File: config.mk
export PLATFORM = sky130hd
export DESIGN_NAME = alu_issue_control
export DESIGN_NICKNAME = d
export VERILOG_FILES = /design/src/rtl/alu_issue_control.sv
export SDC_FILE = /design/constraint.sdc
export NUM_CORES = 1
export LEC_CHECK = 0
export ABC_AREA = 1
export CAP_MARGIN = 40
export CELL_PAD_IN_SITES_DETAIL_PLACEMENT = 0
export CELL_PAD_IN_SITES_GLOBAL_PLACEMENT = 1
export CORE_ASPECT_RATIO = 1.75
export CORE_MARGIN = 4
export CORE_UTILIZATION = 36
export DETAILED_ROUTE_END_ITERATION = 6
export GPL_TIMING_DRIVEN = 0
export PLACE_DENSITY_LB_ADDON = 0.1
export SLEW_MARGIN = 20
export SYNTH_ARGS = -nofsm -noshare
export SYNTH_HDL_FRONTEND = slang
export SYNTH_SLANG_ARGS = --single-unit
File: constraint.sdc
create_clock -name clk -period 22.3 [get_ports clk]
set_input_delay 2.23 -clock clk [delete_from_list [all_inputs] [get_ports clk]]
set_output_delay 2.23 -clock clk [all_outputs]
set_load 0.005 [all_outputs]
File: src/rtl/alu_issue_control.sv
// Issue/writeback sequencer wrapped around the 16-bit ALU datapath: reads
// operands from a 16x16 register file, strobes the ALU and commits result/flags.
//
// state   | meaning
// IDLE    | waiting for an instruction, instr_ready high
// DECODE  | read operands / classify opcode
// EXEC    | ALU strobe high for exactly one cycle
// CAPTURE | sample ALU result and flags into hold registers
// WRITE   | commit result to rd and flags to status, pulse done
module alu_issue_control #(
    parameter int WIDTH = 16,
    parameter int NREGS = 16
) (
    input  logic             clk,
    input  logic             reset,
    input  logic [15:0]      instr,
    input  logic             instr_valid,
    output logic             instr_ready,
    output logic [WIDTH-1:0] alu_a,
    output logic [WIDTH-1:0] alu_b,
    output logic [3:0]       alu_sel,
    output logic [3:0]       alu_shift,
    output logic             alu_execute,
    input  logic [WIDTH-1:0] alu_result,
    input  logic [3:0]       alu_flags,
    output logic [3:0]       status,
    output logic             done,
    output logic             illegal,
    input  logic [3:0]       dbg_addr,
    output logic [WIDTH-1:0] dbg_data
);

    typedef enum logic [2:0] {
        S_IDLE,
        S_DECODE,
        S_EXEC,
        S_CAPTURE,
        S_WRITE
    } state_t;

    localparam logic [3:0] OP_ROR = 4'd8;
    localparam logic [3:0] OP_LDI = 4'd9;

    state_t           state_q, state_d;
    logic [15:0]      instr_q, instr_d;
    logic [WIDTH-1:0] alu_a_q, alu_a_d;
    logic [WIDTH-1:0] alu_b_q, alu_b_d;
    logic [3:0]       alu_sel_q, alu_sel_d;
    logic [3:0]       alu_shift_q, alu_shift_d;
    logic             exec_q, exec_d;
    logic             done_q, done_d;
    logic             illegal_q, illegal_d;
    logic [WIDTH-1:0] res_q, res_d;
    logic [3:0]       flags_q, flags_d;
    logic             is_alu_q, is_alu_d;
    logic [3:0]       status_q, status_d;
    logic             reg_we;
    logic [WIDTH-1:0] regs_q [NREGS];

    logic [3:0]       op, rd, rs, rt;
    logic [WIDTH-1:0] rs_val, rt_val, imm;

    assign op  = instr_q[15:12];
    assign rd  = instr_q[11:8];
    assign rs  = instr_q[7:4];
    assign rt  = instr_q[3:0];
    assign imm = {{(WIDTH-8){1'b0}}, instr_q[7:0]};

    // R0 is hardwired to zero on every read port
    assign rs_val   = (rs == 4'd0) ? '0 : regs_q[rs];
    assign rt_val   = (rt == 4'd0) ? '0 : regs_q[rt];
    assign dbg_data = (dbg_addr == 4'd0) ? '0 : regs_q[dbg_addr];

    assign instr_ready = (state_q == S_IDLE);
    assign alu_a       = alu_a_q;
    assign alu_b       = alu_b_q;
    assign alu_sel     = alu_sel_q;
    assign alu_shift   = alu_shift_q;
    assign alu_execute = exec_q;
    assign status      = status_q;
    assign done        = done_q;
    assign illegal     = illegal_q;

    always_comb begin
        state_d     = state_q;
        instr_d     = instr_q;
        alu_a_d     = alu_a_q;
        alu_b_d     = alu_b_q;
        alu_sel_d   = alu_sel_q;
        alu_shift_d = alu_shift_q;
        exec_d      = 1'b0;
        done_d      = 1'b0;
        illegal_d   = 1'b0;
        res_d       = res_q;
        flags_d     = flags_q;
        is_alu_d    = is_alu_q;
        status_d    = status_q;
        reg_we      = 1'b0;

        case (state_q)
            S_IDLE: begin
                if (instr_valid) begin
                    instr_d = instr;
                    state_d = S_DECODE;
                end
            end
            S_DECODE: begin
                if (op <= OP_ROR) begin
                    alu_a_d     = rs_val;
                    alu_b_d     = rt_val;
                    alu_sel_d   = op;
                    alu_shift_d = rt;
                    is_alu_d    = 1'b1;
                    state_d     = S_EXEC;
                end else if (op == OP_LDI) begin
                    res_d    = imm;
                    is_alu_d = 1'b0;
                    state_d  = S_WRITE;
                end else begin
                    illegal_d = 1'b1;
                    state_d   = S_IDLE;
                end
            end
            S_EXEC: begin
                exec_d  = 1'b1;
                state_d = S_CAPTURE;
            end
            S_CAPTURE: begin
                res_d   = alu_result;
                flags_d = alu_flags;
                state_d = S_WRITE;
            end
            S_WRITE: begin
                reg_we = 1'b1;
                done_d = 1'b1;
                if (is_alu_q) status_d = flags_q;
                state_d = S_IDLE;
            end
            default: state_d = S_IDLE;
        endcase
    end

    always_ff @(posedge clk or posedge reset) begin
        if (reset) begin
            state_q     <= S_IDLE;
            instr_q     <= '0;
            alu_a_q     <= '0;
            alu_b_q     <= '0;
            alu_sel_q   <= '0;
            alu_shift_q <= '0;
            exec_q      <= 1'b0;
            done_q      <= 1'b0;
            illegal_q   <= 1'b0;
            res_q       <= '0;
            flags_q     <= '0;
            is_alu_q    <= 1'b0;
            status_q    <= '0;
        end else begin
            state_q     <= state_d;
            instr_q     <= instr_d;
            alu_a_q     <= alu_a_d;
            alu_b_q     <= alu_b_d;
            alu_sel_q   <= alu_sel_d;
            alu_shift_q <= alu_shift_d;
            exec_q      <= exec_d;
            done_q      <= done_d;
            illegal_q   <= illegal_d;
            res_q       <= res_d;
            flags_q     <= flags_d;
            is_alu_q    <= is_alu_d;
            status_q    <= status_d;
        end
    end

    // Writes to R0 are dropped so its storage stays zero
    always_ff @(posedge clk or posedge reset) begin
        if (reset) begin
            for (int i = 0; i < NREGS; i++) regs_q[i] <= '0;
        end else if (reg_we && (rd != 4'd0)) begin
            regs_q[rd] <= res_q;
        end
    end

endmodule
==> impl_metrics.py <==
metrics = {
    "synth": {
        "yosysWarnings": 0,
        "synth-edff-count": 0,
        "netlist_instances": 3115,
        "syn_avg_cell_area_sq_um": 6.61,
        "syn_area_sq_um": 20600,
        "synthDistinctLibCells": 30,
        "synth_top_area_share": 0.417,
        "yosysMostFrequentCell": "nand2_1",
        "synth_area_leaders": "dfrtp_1 (42%), nand2_1 (23%), nand3_1 (12%)",
        "synthTopCellsByCount": "nand2_1 (1255), nand3_1 (487), dfrtp_1 (343), inv_1 (309), o21ai_0 (203)",
        "synth_top_area_cell": "dfrtp_1",
        "syn-num-nets": 3158,
        "ys.flop_type": "dfrtp_1",
        "synthArstFlopShare": 1.00,
        "ys_ff_latch": 343,
        "synth-seq-area-share": 0.417,
    },
    "floorplan": {
        "die_h_microns": 324,
        "placementRows": 115,
        "die-area_sq_um": 61300,
        "ios": 107,
        "initial_utilization": 0.365,
        "core_area_sq_um": 56400,
        "die-width_microns": 189,
    },
    "worst_setup_path": {
        "r2r_slack_ns": 19.70,
        "critPathTopFamily": "buffers and inverters",
        "crit_top_cell": "nand3_1",
        "crit_chain": "buf_4, buf_2, clkbuf_1, o21ai_0, nand3_1, nand3_1, a21oi_1, clkdlybuf4s50_1",
        "cp.required_ns": 20.07,
        "crit_path_end_kind": "output pin",
        "cp.arrival_ns": 4.90,
        "start_kind": "primary input",
        "crit_path_max_incr_delay_ns": 0.61,
        "crit_fanout": 10,
        "critPathBufInv": 4,
        "crit_type": "in2out",
        "cp_slowest_cell": "clkbuf_1",
    },
    "pwr": {
        "combPwrFrac": 0.566,
        "p_leak_nw": 11.9,
        "pwr-share-seq": 0.280,
        "ir_drop_uv": 82.7,
        "power.clock.fraction": 0.154,
        "power_density_nw_per_um2": 163,
        "internal-power_mw": 1.78,
        "finalPower_mw": 3.94,
        "p_sw_frac": 0.547,
        "netSwitchingPower_mw": 2.15,
    },
    "clock_tree": {
        "cts_resized": 0,
        "cts_root_buf": "clkbuf_16",
        "postCtsSetupBuffers": 0,
        "cts_tree": "done",
        "clkTransAtPathRegs_ns": 0.06,
        "cts_sinks": 343,
        "clk_path_buf_depth": 3,
        "clock_latency_ns": 0.60,
        "htree_levels": 2,
        "cts_buffers": 35,
        "cts_hold_buffers": 0,
    },
    "detailed_routing": {
        "viasPerCell": 5.73,
        "dr_wl_met3_microns": 9300,
        "drt-total-wl_microns": 128000,
        "drtAntennaViolNets": 0,
        "drcViolationCount": 0,
        "wl_met1_microns": 42400,
        "drtIter0Drc": 3006,
        "vias": 23300,
        "wl_met2_microns": 59700,
        "drt_pass1_iterations": 6,
        "top_layer": "met4",
        "wl_per_cell_microns": 31.5,
    },
    "status": {
        "status": "completed",
    },
    "sta": {
        "min_period_over_period": 0.320,
        "min_period_ns": 7.13,
        "worst_pin_slew_ns": 0.977,
        "fin_tns_setup_ns": 0,
        "whs_ns": 0.453,
        "timing_hold_violations_final": 0,
        "max_freq_ghz": 0.140,
        "drv_slew": 0,
        "skew_ns": 0.0325,
        "rsz0062_at_grt": "no",
        "setup_viol": 0,
        "max-slew-margin-rel": 0.349,
    },
    "layout": {
        "final_nets": 3330,
        "fill_cells": 6129,
        "drive_above_1_share": 0.0749,
        "area_growth_pct": 17.3,
    },
    "grt": {
        "antenna_found_initial": 1,
        "grt_pass1_vias": 22300,
        "grt_max_degree": 109,
        "grt_use_total": 0.409,
        "grt_overflow": 0,
        "grt_pass1_wl_microns": 175000,
    },
    "place": {
        "routabilityCongestion": 1.05,
        "hpwl_microns": 99300,
        "port_buffers": 102,
    },
    "job": {
        "drv_cap": 0,
    },
    "min_path": {
        "worstHoldPathType": "reg2reg",
    },
}
## area by class of cell
| cell class | count | area (sq um) | area share |
|---|---|---|---|
| multi-input cells | 2213 | 9750 | 0.404 |
| plain buffers | 244 | 1090 | 0.0452 |
| clock buffers | 45 | 973 | 0.0403 |
| repair buffers | 135 | 1460 | 0.0603 |
| well taps | 760 | 951 | 0.0394 |
| clock inverters | 16 | 154 | 0.00637 |
| inverters | 315 | 1190 | 0.0493 |
| flip-flops and latches | 343 | 8580 | 0.355 |
| diodes | 3 | 7.51 | 0.000311 |
## metrics by stage
| stage | utilization | cell area [sq um] | setup slack [ns] | std cells |
|---|---|---|---|---|
| floorplan | - | 20600 | 10.56 | 3115 |
| global placement | 0.400 | 22600 | 6.50 | 3977 |
| global route | 0.428 | 24200 | 15.20 | 4071 |
| CTS | 0.427 | 24100 | 15.30 | 4066 |
| finish | 0.428 | 24200 | 15.17 | 4074 |
| detailed placement | 0.407 | 23000 | 15.31 | 4005 |
## worst register-to-register path, cell delays in order, from the launching register on
cell and delay, ns:
dfrtp_1 0.35, buf_2 0.27, inv_1 0.22, buf_1 0.44, buf_6 0.23, nand4_1 0.44, nand3_1 0.33, nand3_1 0.16
nand2_1 0.10
## per-layer routing
metal / up-vias / track usage
met1: 11200 / 0.445
met3: 441 / 0.0582
li1: 10200 / -
met4: 0 / 0.403
met5: - / 0
met2: 1407 / 0.668
## cells by family after synthesis
| kind of cell | synth area share |
|---|---|
| compound gates | 0.0972 |
| flops | 0.417 |
| simple gates | 0.372 |
| mux | 0.00383 |
| buf+inv | 0.110 |
## power by group through the flow
stage,Clock (mW),Sequential [mW],Combinational [mW]
floorplan,0,0.992,1.10
global route,0.639,1.11,2.32
detailed placement,0,1.10,2.13
finish,0.607,1.10,2.23
global placement,0,1.09,2.06
CTS,0.616,1.09,2.13
## state kept, by name (all words and copies together) (netlist names), 3 cells and up
name / count
state_q: 3
alu_b: 16
instr_q: 16
alu_sel: 4
status: 4
alu_a: 16
res_q: 16
flags_q: 4
regs_q: 256
alu_shift: 4
## path summary, 6_finish.rpt
kind                        startpoint            to  depth (start not counted)
min in group asynchronous        reset    regs_q[86]                          2
max reg2reg                 instr_q[2]     alu_b[12]                          8
max                        dbg_addr[0]  dbg_data[14]                          8
max in group asynchronous        reset   regs_q[215]                          4
min                        regs_q[241]   regs_q[241]                          1
min reg2reg                regs_q[241]   regs_q[241]                          1
## cells in the final DEF, fill, tap and decap left out, drive strengths merged, types with 35 or more instances in the layout
cell type / n
a21oi: 60
buf: 171
clkbuf: 151
clkdlybuf4s50: 102
dfrtp: 343
inv: 318
nand2: 1261
nand3: 487
nand4: 35
nor2: 41
o211ai: 41
o21ai: 272
No activity file was read; power rests on OpenSTA's default activity.
